**src/rtl/sample_frame_packer_pkg.sv**
```systemverilog
// Shared definitions for the serial sample front-end and the filter-side
// code that consumes its packed bytes.
//   rx_state_e  : receive FSM state encoding
//   dbg_t       : debug snapshot exported by the top (FSM state + FIFO status)
//   pack()      : builds the downstream byte {P_VALID, t, y, x}
package sample_frame_packer_pkg;

  typedef enum logic [1:0] {
    IDLE   = 2'd0,
    DATA   = 2'd1,
    PARITY = 2'd2,
    STOP   = 2'd3
  } rx_state_e;

  localparam int         FRAME_BITS = 9;
  localparam int         PAYLOAD_W  = 6;
  localparam logic       START_BIT  = 1'b1;
  localparam logic       STOP_BIT   = 1'b0;
  localparam logic [1:0] P_VALID    = 2'b11;

  typedef struct packed {
    rx_state_e  state;
    logic       fifo_empty;
    logic       fifo_full;
    logic [7:0] fifo_count;
  } dbg_t;

  function automatic logic [7:0] pack(input logic [PAYLOAD_W-1:0] payload);
    return {P_VALID, payload};
  endfunction

endpackage

```
**src/rtl/sample_frame_packer_if.sv**
```systemverilog
// Bundle of the serial link, control and output handshake of
// sample_frame_packer.
//   ser_in / ser_valid : strobed serial bit stream (one frame bit per strobe)
//   clear_err          : pulse clearing the sticky frame error
//   out_valid/out_ready/out_word : packed-sample output handshake
//   frame_err, overflow_cnt      : status
//
// Handshake: out_valid/out_word are driven by the packer and held stable
// until a transfer; a transfer happens on every rising clk edge where
// out_valid && out_ready. out_ready may toggle freely and does not depend on
// out_valid. While out_valid = 0, out_word reads 8'h00.
interface sample_frame_packer_if;
  import sample_frame_packer_pkg::*;

  logic       ser_in;
  logic       ser_valid;
  logic       clear_err;
  logic       out_ready;
  logic       out_valid;
  logic [7:0] out_word;
  logic       frame_err;
  logic [3:0] overflow_cnt;

  // Environment side: drives the link and the ready, observes results.
  modport master (
    output ser_in, ser_valid, clear_err, out_ready,
    input  out_valid, out_word, frame_err, overflow_cnt
  );

  // Packer side.
  modport slave (
    input  ser_in, ser_valid, clear_err, out_ready,
    output out_valid, out_word, frame_err, overflow_cnt
  );

endinterface

```
**src/rtl/sample_frame_packer_fifo.sv**
```systemverilog
// sample_fifo: synchronous first-word-fall-through FIFO with a registered
// head. valid_o/data_o are flops loaded with the word that will be at the
// head after the current edge, so the output never has a combinational path
// from push/pop. data_o is zero whenever valid_o is low.
//   clk, rst_n   : clock, asynchronous active-high reset
//   push_i/push_data_i : write request and data
//   pop_i        : consume head (ignored when empty)
//   push_ok_o    : the write this cycle is accepted
//   full_o, empty_o, count_o : occupancy status
//   valid_o, data_o          : registered head word
module sample_fifo #(
  parameter int DEPTH = 4,
  parameter int WIDTH = 8
) (
  input  logic                     clk,
  input  logic                     rst_n,
  input  logic                     push_i,
  input  logic [WIDTH-1:0]         push_data_i,
  input  logic                     pop_i,
  output logic                     push_ok_o,
  output logic                     full_o,
  output logic                     empty_o,
  output logic [$clog2(DEPTH):0]   count_o,
  output logic                     valid_o,
  output logic [WIDTH-1:0]         data_o
);

  localparam int AW = $clog2(DEPTH);

  logic [WIDTH-1:0] mem_q [DEPTH];
  logic [AW-1:0]    wr_ptr_q, wr_ptr_d;
  logic [AW-1:0]    rd_ptr_q, rd_ptr_d;
  logic [AW:0]      count_q, count_d;
  logic             valid_q, valid_d;
  logic [WIDTH-1:0] data_q, data_d;
  logic [WIDTH-1:0] head_d;
  logic             pop_ok, push_ok;

  assign full_o    = (count_q == (AW+1)'(DEPTH));
  assign empty_o   = (count_q == '0);
  assign count_o   = count_q;
  assign valid_o   = valid_q;
  assign data_o    = data_q;
  assign push_ok_o = push_ok;

  always_comb begin
    pop_ok  = pop_i && valid_q;
    // A push into a full FIFO is fine when a pop frees a slot on the same edge.
    push_ok = push_i && (!full_o || pop_ok);

    count_d = count_q;
    if (push_ok && !pop_ok)      count_d = count_q + 1'b1;
    else if (!push_ok && pop_ok) count_d = count_q - 1'b1;

    rd_ptr_d = pop_ok  ? rd_ptr_q + 1'b1 : rd_ptr_q;
    wr_ptr_d = push_ok ? wr_ptr_q + 1'b1 : wr_ptr_q;

    // The write slot equals the next head only when the FIFO is empty after
    // the pop, so the incoming word must bypass the memory.
    head_d  = (push_ok && (wr_ptr_q == rd_ptr_d)) ? push_data_i : mem_q[rd_ptr_d];
    valid_d = (count_d != '0);
    data_d  = valid_d ? head_d : '0;
  end

  always_ff @(posedge clk) begin
    if (push_ok) mem_q[wr_ptr_q] <= push_data_i;
  end

  always_ff @(posedge clk or posedge rst_n) begin
    if (rst_n) begin
      wr_ptr_q <= '0;
      rd_ptr_q <= '0;
      count_q  <= '0;
      valid_q  <= 1'b0;
      data_q   <= '0;
    end else begin
      wr_ptr_q <= wr_ptr_d;
      rd_ptr_q <= rd_ptr_d;
      count_q  <= count_d;
      valid_q  <= valid_d;
      data_q   <= data_d;
    end
  end

endmodule

```
**src/rtl/sample_frame_packer.sv**
```systemverilog
// sample_frame_packer: receives 9-bit strobed serial frames
// (start=1, x0 x1 y0 y1 t0 t1, even parity, stop=0), checks framing and
// parity, and queues good samples as packed bytes {2'b11,t,y,x} in a FWFT
// FIFO presented through a valid/ready handshake.
//   clk   : clock
//   rst_n : asynchronous reset, active HIGH (legacy name kept for the codebase)
//   bus   : sample_frame_packer_if.slave (serial link, handshake, status)
//   dbg_o : FSM state and FIFO occupancy snapshot
module sample_frame_packer
  import sample_frame_packer_pkg::*;
#(
  parameter int DEPTH     = 4,
  parameter int PAYLOAD_W = 6
) (
  input  logic                        clk,
  input  logic                        rst_n,
  sample_frame_packer_if.slave        bus,
  output dbg_t                        dbg_o
);

  rx_state_e            state_q;
  logic [2:0]           bit_cnt_q;
  logic [PAYLOAD_W-1:0] shift_q;
  logic                 par_q;
  logic                 frame_err_q;
  logic [3:0]           ovf_q;

  logic                 frame_good;
  logic                 push_req;
  logic                 push_ok;
  logic                 fifo_full, fifo_empty;
  logic [$clog2(DEPTH):0] fifo_count;
  logic                 fifo_valid;
  logic [7:0]           fifo_data;

  always_comb begin
    // Evaluated against the bit currently on the line while in STOP.
    frame_good = (bus.ser_in == STOP_BIT) && ((^shift_q ^ par_q) == 1'b0);
    push_req   = bus.ser_valid && (state_q == STOP) && frame_good;
  end

  // Receive FSM plus error/overflow status; everything advances only on strobes.
  always_ff @(posedge clk or posedge rst_n) begin
    if (rst_n) begin
      state_q     <= IDLE;
      bit_cnt_q   <= '0;
      shift_q     <= '0;
      par_q       <= 1'b0;
      frame_err_q <= 1'b0;
      ovf_q       <= '0;
    end else begin
      if (bus.clear_err) frame_err_q <= 1'b0;
      if (bus.ser_valid) begin
        case (state_q)
          IDLE: begin
            if (bus.ser_in == START_BIT) begin
              state_q   <= DATA;
              bit_cnt_q <= '0;
            end
          end
          DATA: begin
            shift_q   <= {bus.ser_in, shift_q[PAYLOAD_W-1:1]};
            bit_cnt_q <= bit_cnt_q + 3'd1;
            if (bit_cnt_q == 3'(PAYLOAD_W-1)) state_q <= PARITY;
          end
          PARITY: begin
            par_q   <= bus.ser_in;
            state_q <= STOP;
          end
          STOP: begin
            state_q <= IDLE;
            // Written after the clear above so a new error wins over clear_err.
            if (!frame_good) frame_err_q <= 1'b1;
            else if (!push_ok && (ovf_q != 4'hF)) ovf_q <= ovf_q + 4'd1;
          end
          default: state_q <= IDLE;
        endcase
      end
    end
  end

  sample_fifo #(
    .DEPTH (DEPTH),
    .WIDTH (8)
  ) u_fifo (
    .clk         (clk),
    .rst_n       (rst_n),
    .push_i      (push_req),
    .push_data_i (pack(shift_q)),
    .pop_i       (bus.out_ready),
    .push_ok_o   (push_ok),
    .full_o      (fifo_full),
    .empty_o     (fifo_empty),
    .count_o     (fifo_count),
    .valid_o     (fifo_valid),
    .data_o      (fifo_data)
  );

  assign bus.out_valid    = fifo_valid;
  assign bus.out_word     = fifo_data;
  assign bus.frame_err    = frame_err_q;
  assign bus.overflow_cnt = ovf_q;

  always_comb begin
    dbg_o            = '0;
    dbg_o.state      = state_q;
    dbg_o.fifo_empty = fifo_empty;
    dbg_o.fifo_full  = fifo_full;
    dbg_o.fifo_count = 8'(fifo_count);
  end

endmodule

```
**src/flat_wrapper.sv**
```systemverilog
// flat-port wrapper written by rule: the top's interface ports become plain ports
module sample_frame_packer_flat import sample_frame_packer_pkg::*;
#(
  parameter int DEPTH     = 4,
  parameter int PAYLOAD_W = 6
)
  (clk, rst_n, dbg_o, bus_ser_in, bus_ser_valid, bus_clear_err, bus_out_ready, bus_out_valid, bus_out_word, bus_frame_err, bus_overflow_cnt);
  sample_frame_packer_if bus_i ();
  input  logic clk;
  input  logic rst_n;
  output dbg_t dbg_o;
  input wire logic [$bits(bus_i.ser_in)-1:0] bus_ser_in;
  input wire logic [$bits(bus_i.ser_valid)-1:0] bus_ser_valid;
  input wire logic [$bits(bus_i.clear_err)-1:0] bus_clear_err;
  input wire logic [$bits(bus_i.out_ready)-1:0] bus_out_ready;
  output wire logic [$bits(bus_i.out_valid)-1:0] bus_out_valid;
  output wire logic [$bits(bus_i.out_word)-1:0] bus_out_word;
  output wire logic [$bits(bus_i.frame_err)-1:0] bus_frame_err;
  output wire logic [$bits(bus_i.overflow_cnt)-1:0] bus_overflow_cnt;
  assign bus_i.ser_in = bus_ser_in;
  assign bus_i.ser_valid = bus_ser_valid;
  assign bus_i.clear_err = bus_clear_err;
  assign bus_i.out_ready = bus_out_ready;
  assign bus_out_valid = bus_i.out_valid;
  assign bus_out_word = bus_i.out_word;
  assign bus_frame_err = bus_i.frame_err;
  assign bus_overflow_cnt = bus_i.overflow_cnt;
  sample_frame_packer #(.DEPTH(DEPTH), .PAYLOAD_W(PAYLOAD_W)) u_core (.clk(clk), .rst_n(rst_n), .bus(bus_i), .dbg_o(dbg_o));
endmodule
```
**config.mk**
```make
export PLATFORM = sky130hd
export DESIGN_NAME = sample_frame_packer_flat
export DESIGN_NICKNAME = d
export VERILOG_FILES = /design/src/rtl/sample_frame_packer_pkg.sv /design/src/rtl/sample_frame_packer_if.sv /design/src/rtl/sample_frame_packer_fifo.sv /design/src/rtl/sample_frame_packer.sv /design/src/flat_wrapper.sv
export SDC_FILE = /design/constraint.sdc
export NUM_CORES = 1
export LEC_CHECK = 0
export ABC_CLOCK_PERIOD_IN_PS = 7610
export CAP_MARGIN = 30
export CORE_MARGIN = 4
export CORE_UTILIZATION = 30
export DETAILED_ROUTE_END_ITERATION = 16
export MAX_ROUTING_LAYER = met4
export SKIP_CTS_REPAIR_TIMING = 1
export SLEW_MARGIN = 0
export SYNTH_ARGS = -nofsm -noshare
export SYNTH_HDL_FRONTEND = slang
export SYNTH_HIERARCHICAL = 1
export SYNTH_SLANG_ARGS = --single-unit
```
**constraint.sdc**
```tcl
create_clock -name clk -period 7.61 [get_ports clk]
set_input_delay 1.1415 -clock clk [delete_from_list [all_inputs] [get_ports clk]]
set_output_delay 1.1415 -clock clk [all_outputs]
set_load 0.05 [all_outputs]
```
==> run metrics <==
status=finished, final reports clean; die height=114 um; register area=1790 um2; core area=roughly 11000 um2; sequential-to-total area share from yosys stat=around 53%; Vias per Instance=roughly 4.8; wire length per cell=between 15 and 20 um; Yosys top cell by area=edfxtp_1; worst slew pin tran=around 800 ps; DPL Wire Length=4.28 mm; fraction of layout instances using a drive strength above 1=between 10% and 20%; Reg-to-Reg End=u_core/u_fifo/data_o[3]$_DFF_PP0_; DP Worst Slack=4010 ps; Max Cap Viol=0; non-filler cells, final=between 400 and 500; crit path DAT=~2200 ps; R2R cell count=9; First DRT Iteration DRCs=86; die span in x=between 100 and 150 um; critical path endpoint category=primary output; Worst-path clk slew=70 ps; clk_lat worst skew=about 340 ps; Filler Cell Count=between 1000 and 1500; ys flop type=dfrtp_1; Final ANT Viol Nets=0; Hold Crit Class=reg2reg; placed cell area=around 3700 um2; clock root buffer=clkbuf_8; clock buffer depth=2; reg-to-reg slack, setup=about 4500 ps; critical path startpoint=u_core/u_fifo/count_o[0]$_DFF_PP0_; fmax=302 MHz; first-pass GRT wire length=10.6 mm; die area=about 13000 um2; Mapped Avg Cell Area=13.8 um2; largest net degree at the start of global routing=21; WS Path Type=reg2out; final period utilization=between 40% and 50%; Pre-antenna DRT Iters=6; Synth Warn #=6; Tmin final=3310 ps; Max-slew headroom=between 40% and 50%; mapped cell area=roughly 3300 um2; Clock Skew=roughly 6.0 ps; initial antenna violation count=0; CP required=6470 ps; setup ws final=between 4000 and 5000 ps; Ant. Diodes=0; most frequent cell after synthesis=dfrtp_1; total power=1.69 mW; final instance area=around 3900 um2; RR Startpoint=u_core/shift_q[0]$_DFFE_PP0P_; DRC errors left=0; PortBufs=26; htree depth=3; Async SR Flop Fraction=between 50 and 60%; # rows=38; Max Slew Vio Count=0; post-synth cell types=54; Synth top cells by count=dfrtp_1, edfxtp_1, nand2_1, ha_1, mux4_2; Placed Cells=just over 400; total number of vias=between 1500 and 2000; number of synthesized flops with an enable pin=32; Synth top area share=roughly 29%; TritonCTS clock tree=built; crit path to=dbg_o[8]; Yosys reg bits=between 60 and 70; pwr/cell area=~430 nW/um2; Leak=~1.6 nW; clk sinks=between 60 and 70; largest cells by area after synthesis=edfxtp_1, dfrtp_1, mux4_2; IO Count=32; global-route congestion overflow total=0; wirelength, routed=~6.3 mm; Syn Inst Count=242; unrepaired setup endpoints after global routing=no; clock buffer count from CTS=9; vias in the first global route=around 2000; endpoints failing setup=0; GRT Total Usage=a little over a tenth; gpl congestion=roughly 0.75; Initial Util=between 30% and 40%; peak supply drop=246 uV; Area growth syn-to-layout=16.8%; crit path max fanout=7; multi-input combinational cell area=~1500 um2; Nets=296; TNS Setup=0 ps; Critical Path Start Type=register; Final Hold Vio Count=0
-- worst min path at each step --
| stage | from | end | slack [ps] | cells past startpoint |
|---|---|---|---|---|
| after detailed placement | u_core/bus.overflow_cnt[3]$_DFFE_PP0P_ | u_core/bus.overflow_cnt[3]$_DFFE_PP0P_ | 510 | 1 |
| after global placement | u_core/bus.overflow_cnt[3]$_DFFE_PP0P_ | u_core/bus.overflow_cnt[3]$_DFFE_PP0P_ | 500 | 1 |
| after CTS | u_core/bus.overflow_cnt[3]$_DFFE_PP0P_ | u_core/bus.overflow_cnt[3]$_DFFE_PP0P_ | 520 | 1 |
| after floorplan | u_core/bit_cnt_q[1]$_DFFE_PP0P_ | u_core/bit_cnt_q[1]$_DFFE_PP0P_ | 490 | 2 |
| after global routing | u_core/bus.overflow_cnt[3]$_DFFE_PP0P_ | u_core/bus.overflow_cnt[3]$_DFFE_PP0P_ | 530 | 1 |
| final | u_core/bus.overflow_cnt[3]$_DFFE_PP0P_ | u_core/bus.overflow_cnt[3]$_DFFE_PP0P_ | 510 | 1 |
-- report_power, final --
group          internal, mW  leakage (nW)  total (mW)  switching, mW
clock network         0.148        0.0962       0.277          0.129
registers             0.483         0.689       0.610          0.127
logic                 0.358         0.813       0.805          0.447
total                 0.989          1.60        1.69          0.703
-- worst max-delay path, cell delays in order, from the launching register on --
cell and delay [ps]:
dfrtp_1 460, inv_1 130, ha_1 190, and2_1 230
clkdlybuf4s50_1 830
-- area by class of cell --
class / instances / share of cell area, %
Sequential cell: 65 / 45.7
Timing Repair Buffer: 27 / 6.85
Tap cell: 140 / 4.48
Multi-Input combinational cell: 161 / 37.2
Clock buffer: 9 / 3.17
Clock inverter: 7 / 1.57
Inverter: 11 / 1.06
-- metrics by stage --
stage | hold WS (ps) | utilization, %
2_1_floorplan | 489 | -
3_3_place_gp | 501 | 34.2
3_5_place_dp | 508 | 34.2
4_1_cts | 520 | 35.9
5_1_grt | 534 | 35.9
6_report | 512 | 35.9
-- cells by family (layout without fill, tap and decap cells) --
kind of cell	count (synthesis)	count (layout)	synth area share [%]
compound gates	33	33	8.15
mux	32	32	15.2
flops	65	65	53.4
fa+ha+maj	15	15	5.61
xor+xnor	12	12	4.00
other cells	2	15	0.224
buf+inv	29	54	4.67
simple gates	54	54	8.74
-- metal layers --
layer,part of all wire (%),up-vias,GRT usage (%)
met5,0,-,-
met4,0.85,0,2.72
met1,49,1006,14.7
met2,47,33,15.9
li1,-,951,-
met3,3.7,6,3.98
-- registers in the layout (all words and copies together) (netlist names) --
register,cells
u_core/bit_cnt_q,3
u_core/u_fifo/rd_ptr_q,2
u_core/state_q,2
u_core/u_fifo/valid_o,1
u_core/shift_q,6
u_core/u_fifo/count_o,3
u_core/u_fifo/data_o,8
u_core/u_fifo/mem_q,32
u_core/u_fifo/wr_ptr_q,2
u_core/bus.frame_err,1
u_core/bus.overflow_cnt,4
u_core/par_q,1
-- placed cells by master (no fill, tap or decap), drive strengths merged, types with 2 or more instances in the layout --
| cell | synthesis | layout |
|---|---|---|
| a21oi | 2 | 2 |
| a311o | 3 | 3 |
| a31oi | 2 | 2 |
| and2 | 6 | 6 |
| and3 | 3 | 3 |
| clkbuf | 4 | 9 |
| clkdlybuf4s50 | 0 | 26 |
| clkinv | 0 | 5 |
| conb | 2 | 15 |
| dfrtp | 33 | 33 |
| edfxtp | 32 | 32 |
| ha | 15 | 15 |
| inv | 11 | 11 |
| mux2 | 9 | 9 |
| mux2i | 9 | 9 |
| mux4 | 14 | 14 |
| nand2 | 21 | 21 |
| nand2b | 2 | 2 |
| nand3 | 3 | 3 |
| nor2 | 6 | 6 |
| nor3 | 4 | 4 |
| o211a | 8 | 8 |
| o211ai | 2 | 2 |
| o21ai | 4 | 4 |
| o22ai | 2 | 2 |
| or3 | 2 | 2 |
| xnor2 | 7 | 7 |
| xnor3 | 2 | 2 |
| xor2 | 3 | 3 |
Note: power is estimated with default switching activity, not from simulation.
